`config.mk`:
```
export PLATFORM = sky130hd
export DESIGN_NAME = ntt_addr_sequencer
export DESIGN_NICKNAME = d
export VERILOG_FILES = /design/src/rtl/ntt_pkg.sv /design/src/rtl/ntt_addr_map.sv /design/src/rtl/ntt_addr_sequencer.sv
export SDC_FILE = /design/constraint.sdc
export NUM_CORES = 1
export LEC_CHECK = 0
export CORE_UTILIZATION = 50
export CTS_CLUSTER_SIZE = 16
export DETAILED_ROUTE_END_ITERATION = 6
export GPL_TIMING_DRIVEN = 0
export PLACE_DENSITY = 0.71
export SYNTH_ARGS = -nofsm -noshare
export SYNTH_HDL_FRONTEND = slang
export SYNTH_HIERARCHICAL = 1
export SYNTH_SLANG_ARGS = --single-unit
```
`constraint.sdc`:
```
create_clock -name clk -period 8.05 [get_ports clk]
set_input_delay 0.805 -clock clk [delete_from_list [all_inputs] [get_ports clk]]
set_output_delay 0.805 -clock clk [all_outputs]
set_load 0.03 [all_outputs]
```
`src/rtl/ntt_pkg.sv`:
```
// Shared types for the NTT address sequencer.
// Pass modes, FSM states and parameter limits.
package ntt_pkg;

  typedef enum logic [1:0] {
    MODE_FWD = 2'b00,
    MODE_INV = 2'b01,
    MODE_PW  = 2'b10
  } mode_e;

  typedef enum logic [1:0] {
    IDLE = 2'b00,
    RUN  = 2'b01,
    GAP  = 2'b10
  } state_e;

  localparam int LOG_N_MIN     = 2;
  localparam int LOG_N_MAX     = 12;
  localparam int STAGE_GAP_MAX = 15;

  // The reserved encoding runs as a forward pass
  function automatic mode_e norm_mode(input logic [1:0] m);
    mode_e r;
    unique case (m)
      2'b01:   r = MODE_INV;
      2'b10:   r = MODE_PW;
      default: r = MODE_FWD;
    endcase
    return r;
  endfunction

endpackage

```
`src/rtl/ntt_addr_map.sv`:
```
// Butterfly counter to operand address / twiddle index map.
// Pure combinational; one instance per sequencer.
module ntt_addr_map
  import ntt_pkg::*;
#(
  parameter int LOG_N = 8
) (
  input  logic [LOG_N-1:0] k,
  input  logic [3:0]       s,
  input  mode_e            mode,
  output logic [LOG_N-1:0] addr_a,
  output logic [LOG_N-1:0] addr_b,
  output logic [LOG_N-1:0] tw_idx
);

  localparam logic [3:0]       P_TOP = 4'(LOG_N - 1);
  localparam logic [LOG_N-1:0] ONE   = LOG_N'(1);

  logic [3:0]       p;
  logic [LOG_N-1:0] d;
  logic [LOG_N-1:0] lo_mask;
  logic [LOG_N-1:0] ins;
  logic [LOG_N-1:0] g;
  logic [LOG_N-1:0] base;

  // p = log2 of the butterfly distance; base = N/(2d)
  always_comb begin
    p       = (mode == MODE_INV) ? s : P_TOP - s;
    d       = ONE << p;
    lo_mask = d - ONE;
    ins     = ((k & ~lo_mask) << 1) | (k & lo_mask);
    g       = k >> p;
    base    = ONE << (P_TOP - p);
    addr_a  = ins;
    addr_b  = ins + d;
    tw_idx  = base + g;
    if (mode == MODE_PW) begin
      addr_a = k;
      addr_b = k;
      tw_idx = '0;
    end
  end

endmodule

```
`src/rtl/ntt_addr_sequencer.sv`:
```
// NTT/INTT butterfly descriptor sequencer.
// Start/busy/done handshake, back-pressure, inter-stage gaps.
module ntt_addr_sequencer
  import ntt_pkg::*;
#(
  parameter int LOG_N     = 8,
  parameter int STAGE_GAP = 0
) (
  input  logic             clk,
  input  logic             rst,
  input  logic             start,
  input  logic [1:0]       mode,
  input  logic             ready,
  output logic             valid,
  output logic [LOG_N-1:0] addr_a,
  output logic [LOG_N-1:0] addr_b,
  output logic [LOG_N-1:0] tw_idx,
  output logic [3:0]       stage,
  output logic             last,
  output logic             busy,
  output logic             done
);

  localparam logic [3:0]       P_TOP    = 4'(LOG_N - 1);
  localparam logic [LOG_N-1:0] ONE      = LOG_N'(1);
  localparam logic [LOG_N-1:0] K_BF_MAX = {1'b0, {(LOG_N-1){1'b1}}};
  localparam bit               HAS_GAP  = STAGE_GAP > 0;
  localparam logic [3:0]       GAP_INIT =
    HAS_GAP ? 4'(STAGE_GAP - 1) : 4'd0;

  state_e           state;
  mode_e            mode_r;
  mode_e            map_mode;
  logic [LOG_N-1:0] k;
  logic [LOG_N-1:0] nk;
  logic [LOG_N-1:0] k_max;
  logic [3:0]       s;
  logic [3:0]       ns;
  logic [3:0]       s_max;
  logic [3:0]       gap_cnt;
  logic             xfer;
  logic             k_end;
  logic             s_end;
  logic             nlast;
  logic [LOG_N-1:0] map_a;
  logic [LOG_N-1:0] map_b;
  logic [LOG_N-1:0] map_tw;

  assign stage = s;

  // Next descriptor position; outputs are loaded from its mapping
  always_comb begin
    xfer     = valid && ready;
    k_max    = (mode_r == MODE_PW) ? '1 : K_BF_MAX;
    s_max    = (mode_r == MODE_PW) ? 4'd0 : P_TOP;
    k_end    = (k == k_max);
    s_end    = (s == s_max);
    map_mode = mode_r;
    nk       = k + ONE;
    ns       = s;
    nlast    = 1'b0;
    if (state == IDLE) begin
      map_mode = norm_mode(mode);
      nk       = '0;
      ns       = '0;
    end else if (k_end) begin
      nk = '0;
      ns = s + 4'd1;
    end else begin
      nlast = s_end && (nk == k_max);
    end
  end

  ntt_addr_map #(
    .LOG_N(LOG_N)
  ) u_map (
    .k     (nk),
    .s     (ns),
    .mode  (map_mode),
    .addr_a(map_a),
    .addr_b(map_b),
    .tw_idx(map_tw)
  );

  always_ff @(posedge clk) begin
    if (rst) begin
      state   <= IDLE;
      mode_r  <= MODE_FWD;
      k       <= '0;
      s       <= '0;
      gap_cnt <= '0;
      valid   <= 1'b0;
      addr_a  <= '0;
      addr_b  <= '0;
      tw_idx  <= '0;
      last    <= 1'b0;
      busy    <= 1'b0;
      done    <= 1'b0;
    end else begin
      done <= 1'b0;
      unique case (state)
        IDLE: begin
          if (start) begin
            state  <= RUN;
            mode_r <= map_mode;
            k      <= nk;
            s      <= ns;
            valid  <= 1'b1;
            busy   <= 1'b1;
            addr_a <= map_a;
            addr_b <= map_b;
            tw_idx <= map_tw;
            last   <= nlast;
          end
        end
        RUN: begin
          if (xfer) begin
            if (k_end && s_end) begin
              state <= IDLE;
              k     <= '0;
              s     <= '0;
              valid <= 1'b0;
              busy  <= 1'b0;
              last  <= 1'b0;
              done  <= 1'b1;
            end else begin
              k      <= nk;
              s      <= ns;
              addr_a <= map_a;
              addr_b <= map_b;
              tw_idx <= map_tw;
              last   <= nlast;
              if (k_end && HAS_GAP) begin
                state   <= GAP;
                valid   <= 1'b0;
                gap_cnt <= GAP_INIT;
              end
            end
          end
        end
        GAP: begin
          if (gap_cnt == 4'd0) begin
            state <= RUN;
            valid <= 1'b1;
          end else begin
            gap_cnt <= gap_cnt - 4'd1;
          end
        end
        default: state <= IDLE;
      endcase
    end
  end

endmodule

```
==> impl_metrics.ini <==
[pwr]
power_density_mw_per_mm2 = 105
leakage_nw = 1.51
switching_share = 0.310
p_int_mw = 0.308
p_switching_mw = 0.138
pwr-share-comb = 0.216
pwr-share-seq = 0.473
peakVddDrop_mv = 0.0770
power.total_mw = 0.446
power_frac_clock = 0.311

[clock_tree]
postCtsSetupBuffers = 0
cts_resized = 0
hold_buffers = 0
cts-root-buf = clkbuf_8
clk_pin_slew_ns = 0.10
clkSinkCount = 41
clock_path_buffers = 2
cts_tree = done
numCtsBuffers = 5
htreeDepth = 2
clkLatencyLatePin_ns = 0.31

[critical_path]
end_kind = flip-flop
startpoint_type = flip-flop
crit_required_ns = 8.25
cp.arrival_ns = 6.27
worst-path-max-fanout = 10
crit_type = reg -> reg

[yosys]
async_flop_share = 0
yosys_warnings = 6
ys_top_cells_by_count = nand2b_1 (59), nor2_1 (48), nand2_1 (44), dfxtp_1 (41), a21oi_1 (30)
ys_seq_elements = 41
ys_types = 67
syn_nets = 495
synth_top_area_frac = 0.225
syn_area_mm2 = 0.00366
synthCells = 472
synth.area.top_cells = dfxtp_1 (22%), nand2b_1 (10%), mux2i_1 (6.8%), ha_1 (5.1%), nor2_1 (4.9%)
synth_seq_area_share = 0.225
synth_ff_type = dfxtp_1
synth_edf_count = 0
synth_most_common_cell = nand2b_1
synth.largest_area_cell = dfxtp_1
avgSynthCellArea_um2 = 7.75

[sta]
rsz0062_at_grt = no
whs_ns = 0.465
achievable-frequency_ghz = 0.165
final_max_slew_viol_count = 0
worst_slew_pin_slew_ns = 0.854
setup_ws_ns = 1.98
slew_headroom = 0.427
setup_tns_ns = 0
hold_viol_final = 0
skew_ns = 0.0184
min_period_ns = 6.07
setup_violations = 0
period_share = 0.755

[route]
routed_wl_um = 9490
drc = 0
viasPerCell = 5.66
drtAntennaViolNets = 0
vias = 3467
wire_per_inst_um = 15.5
drtIter0Drc = 230
firstDrtPassIters = 5

[global_route]
grtUsageTotal = 0.262
grt_first_pass_wirelength_um = 15600
overflow = 0
antenna_found_initial = 0
first_global_vias = 3179
grt_max_degree = 13

[placed_design]
dpl_worst_slack_ns = 1.86
io_buffers = 37
placed_area_mm2 = 0.00415
hpwl_um = 7260
place_inst = 605
gp_congestion = 0.914

[finish]
multi_input_area_mm2 = 0.00264
antenna_cells = 0
fill_cells = 648
fin_nets = 540
drive_gt1_frac = 0.0735
stdcell_count = 613
final_core_util = 0.610
area_delta_synth_final_pct = 15.8
stdcell_area_mm2 = 0.00423
register_area_um2 = 821

[outcome]
outcome = finished clean

[floorplanning]
rows = 30
initial_core_util = 0.526
dieArea_mm2 = 0.00766
die_y_um = 87.5
pin_count = 38
die_w_um = 87.5
core_mm2 = 0.00694

[min_path]
min_path_type = reg -> reg

[run]
cap_violations = 0
## worst max-delay path, cell delays in order, from the launching register on
cell,delay (ns)
dfxtp_1,0.44
ha_1,0.26
nand4_1,0.19
nor2_2,0.29
nand2_2,0.21
or3_1,0.39
a21oi_1,0.23
clkbuf_1,0.39
clkbuf_1,0.38
or3_1,0.22
nor2_1,0.10
inv_1,0.16
ha_1,0.26
nand3_1,0.25
nor2_1,0.19
xnor2_1,0.18
o21ai_0,0.12
ha_1,0.37
nand2b_1,0.08
a41o_1,0.21
o211a_1,0.23
o211a_1,0.22
or3_1,0.41
nand2b_1,0.11
mux2i_1,0.06
## sequential cells by signal, indices dropped and copies added, names as in the netlist
name and cells:
mode_r 2, addr_a 8, stage 4, addr_b 8, tw_idx 8, done 1, valid 1, last 1
k 8
## layout make-up
type / count / share of cell area
plain buffers: 26 / 0.0352
clock buffers: 6 / 0.0171
clock inverters: 1 / 0.00207
inverters: 12 / 0.0106
multi-input cells: 393 / 0.624
flip-flops and latches: 41 / 0.194
well taps: 96 / 0.0284
repair buffers: 38 / 0.0887
## path summary, 6_finish.rpt
| check | startpoint | end | slack (ns) | depth (start not counted) |
|---|---|---|---|---|
| max | k[0]$_SDFFE_PP0P_ | addr_b[7]$_SDFFE_PP0P_ | 1.98 | 24 |
| min reg2reg | last$_SDFFE_PP0P_ | last$_SDFFE_PP0P_ | 0.46 | 2 |
| min | last$_SDFFE_PP0P_ | last$_SDFFE_PP0P_ | 0.46 | 2 |
| max reg2reg | k[0]$_SDFFE_PP0P_ | addr_b[7]$_SDFFE_PP0P_ | 1.98 | 24 |
## layout by cell type (no fill, tap or decap), drive strengths merged, types with 4 or more instances in the layout
master / count
buf: 8
mux4: 5
o211ai: 6
a21oi: 31
nand2b: 59
or3: 7
nor3: 10
nand3: 17
a31oi: 4
nor2: 49
clkbuf: 25
clkdlybuf4s50: 37
and2: 6
dfxtp: 41
inv: 12
o21ai: 22
nor2b: 7
ha: 15
xnor2: 17
nand4: 6
nor4: 4
nand2: 45
mux2i: 25
xor2: 8
## power groups by stage
stage	clock, mW	combinational (mW)	sequential, mW
4_1_cts	0.141	0.0959	0.211
5_1_grt	0.151	0.104	0.212
3_5_place_dp	0	0.0957	0.216
3_3_place_gp	0	0.0948	0.216
2_1_floorplan	0	0.0599	0.224
6_report	0.139	0.0965	0.211
## cells by family after synthesis
group / Yosys count / share of synthesized area
AND/OR/NAND/NOR: 227 / 0.334
adder cells (fa/ha/maj): 17 / 0.0623
other: 1 / 0.00103
buffers and inverters: 38 / 0.0530
flip-flops: 41 / 0.225
XOR/XNOR: 25 / 0.0619
multiplexers: 30 / 0.0992
AO/OA/AOI/OAI: 93 / 0.164
## routing by layer
| layer | vias to the layer above | part of all wire | wire, um | track usage |
|---|---|---|---|---|
| met2 | 110 | 0.46 | 4370 | 0.430 |
| li1 | 1744 | - | - | - |
| met1 | 1605 | 0.47 | 4480 | 0.363 |
| met3 | 8 | 0.058 | 552 | 0.0436 |
| met5 | - | 0 | 0 | 0 |
| met4 | 0 | 0.0089 | 84 | 0.0507 |
Power figures use the tool's default switching activity.
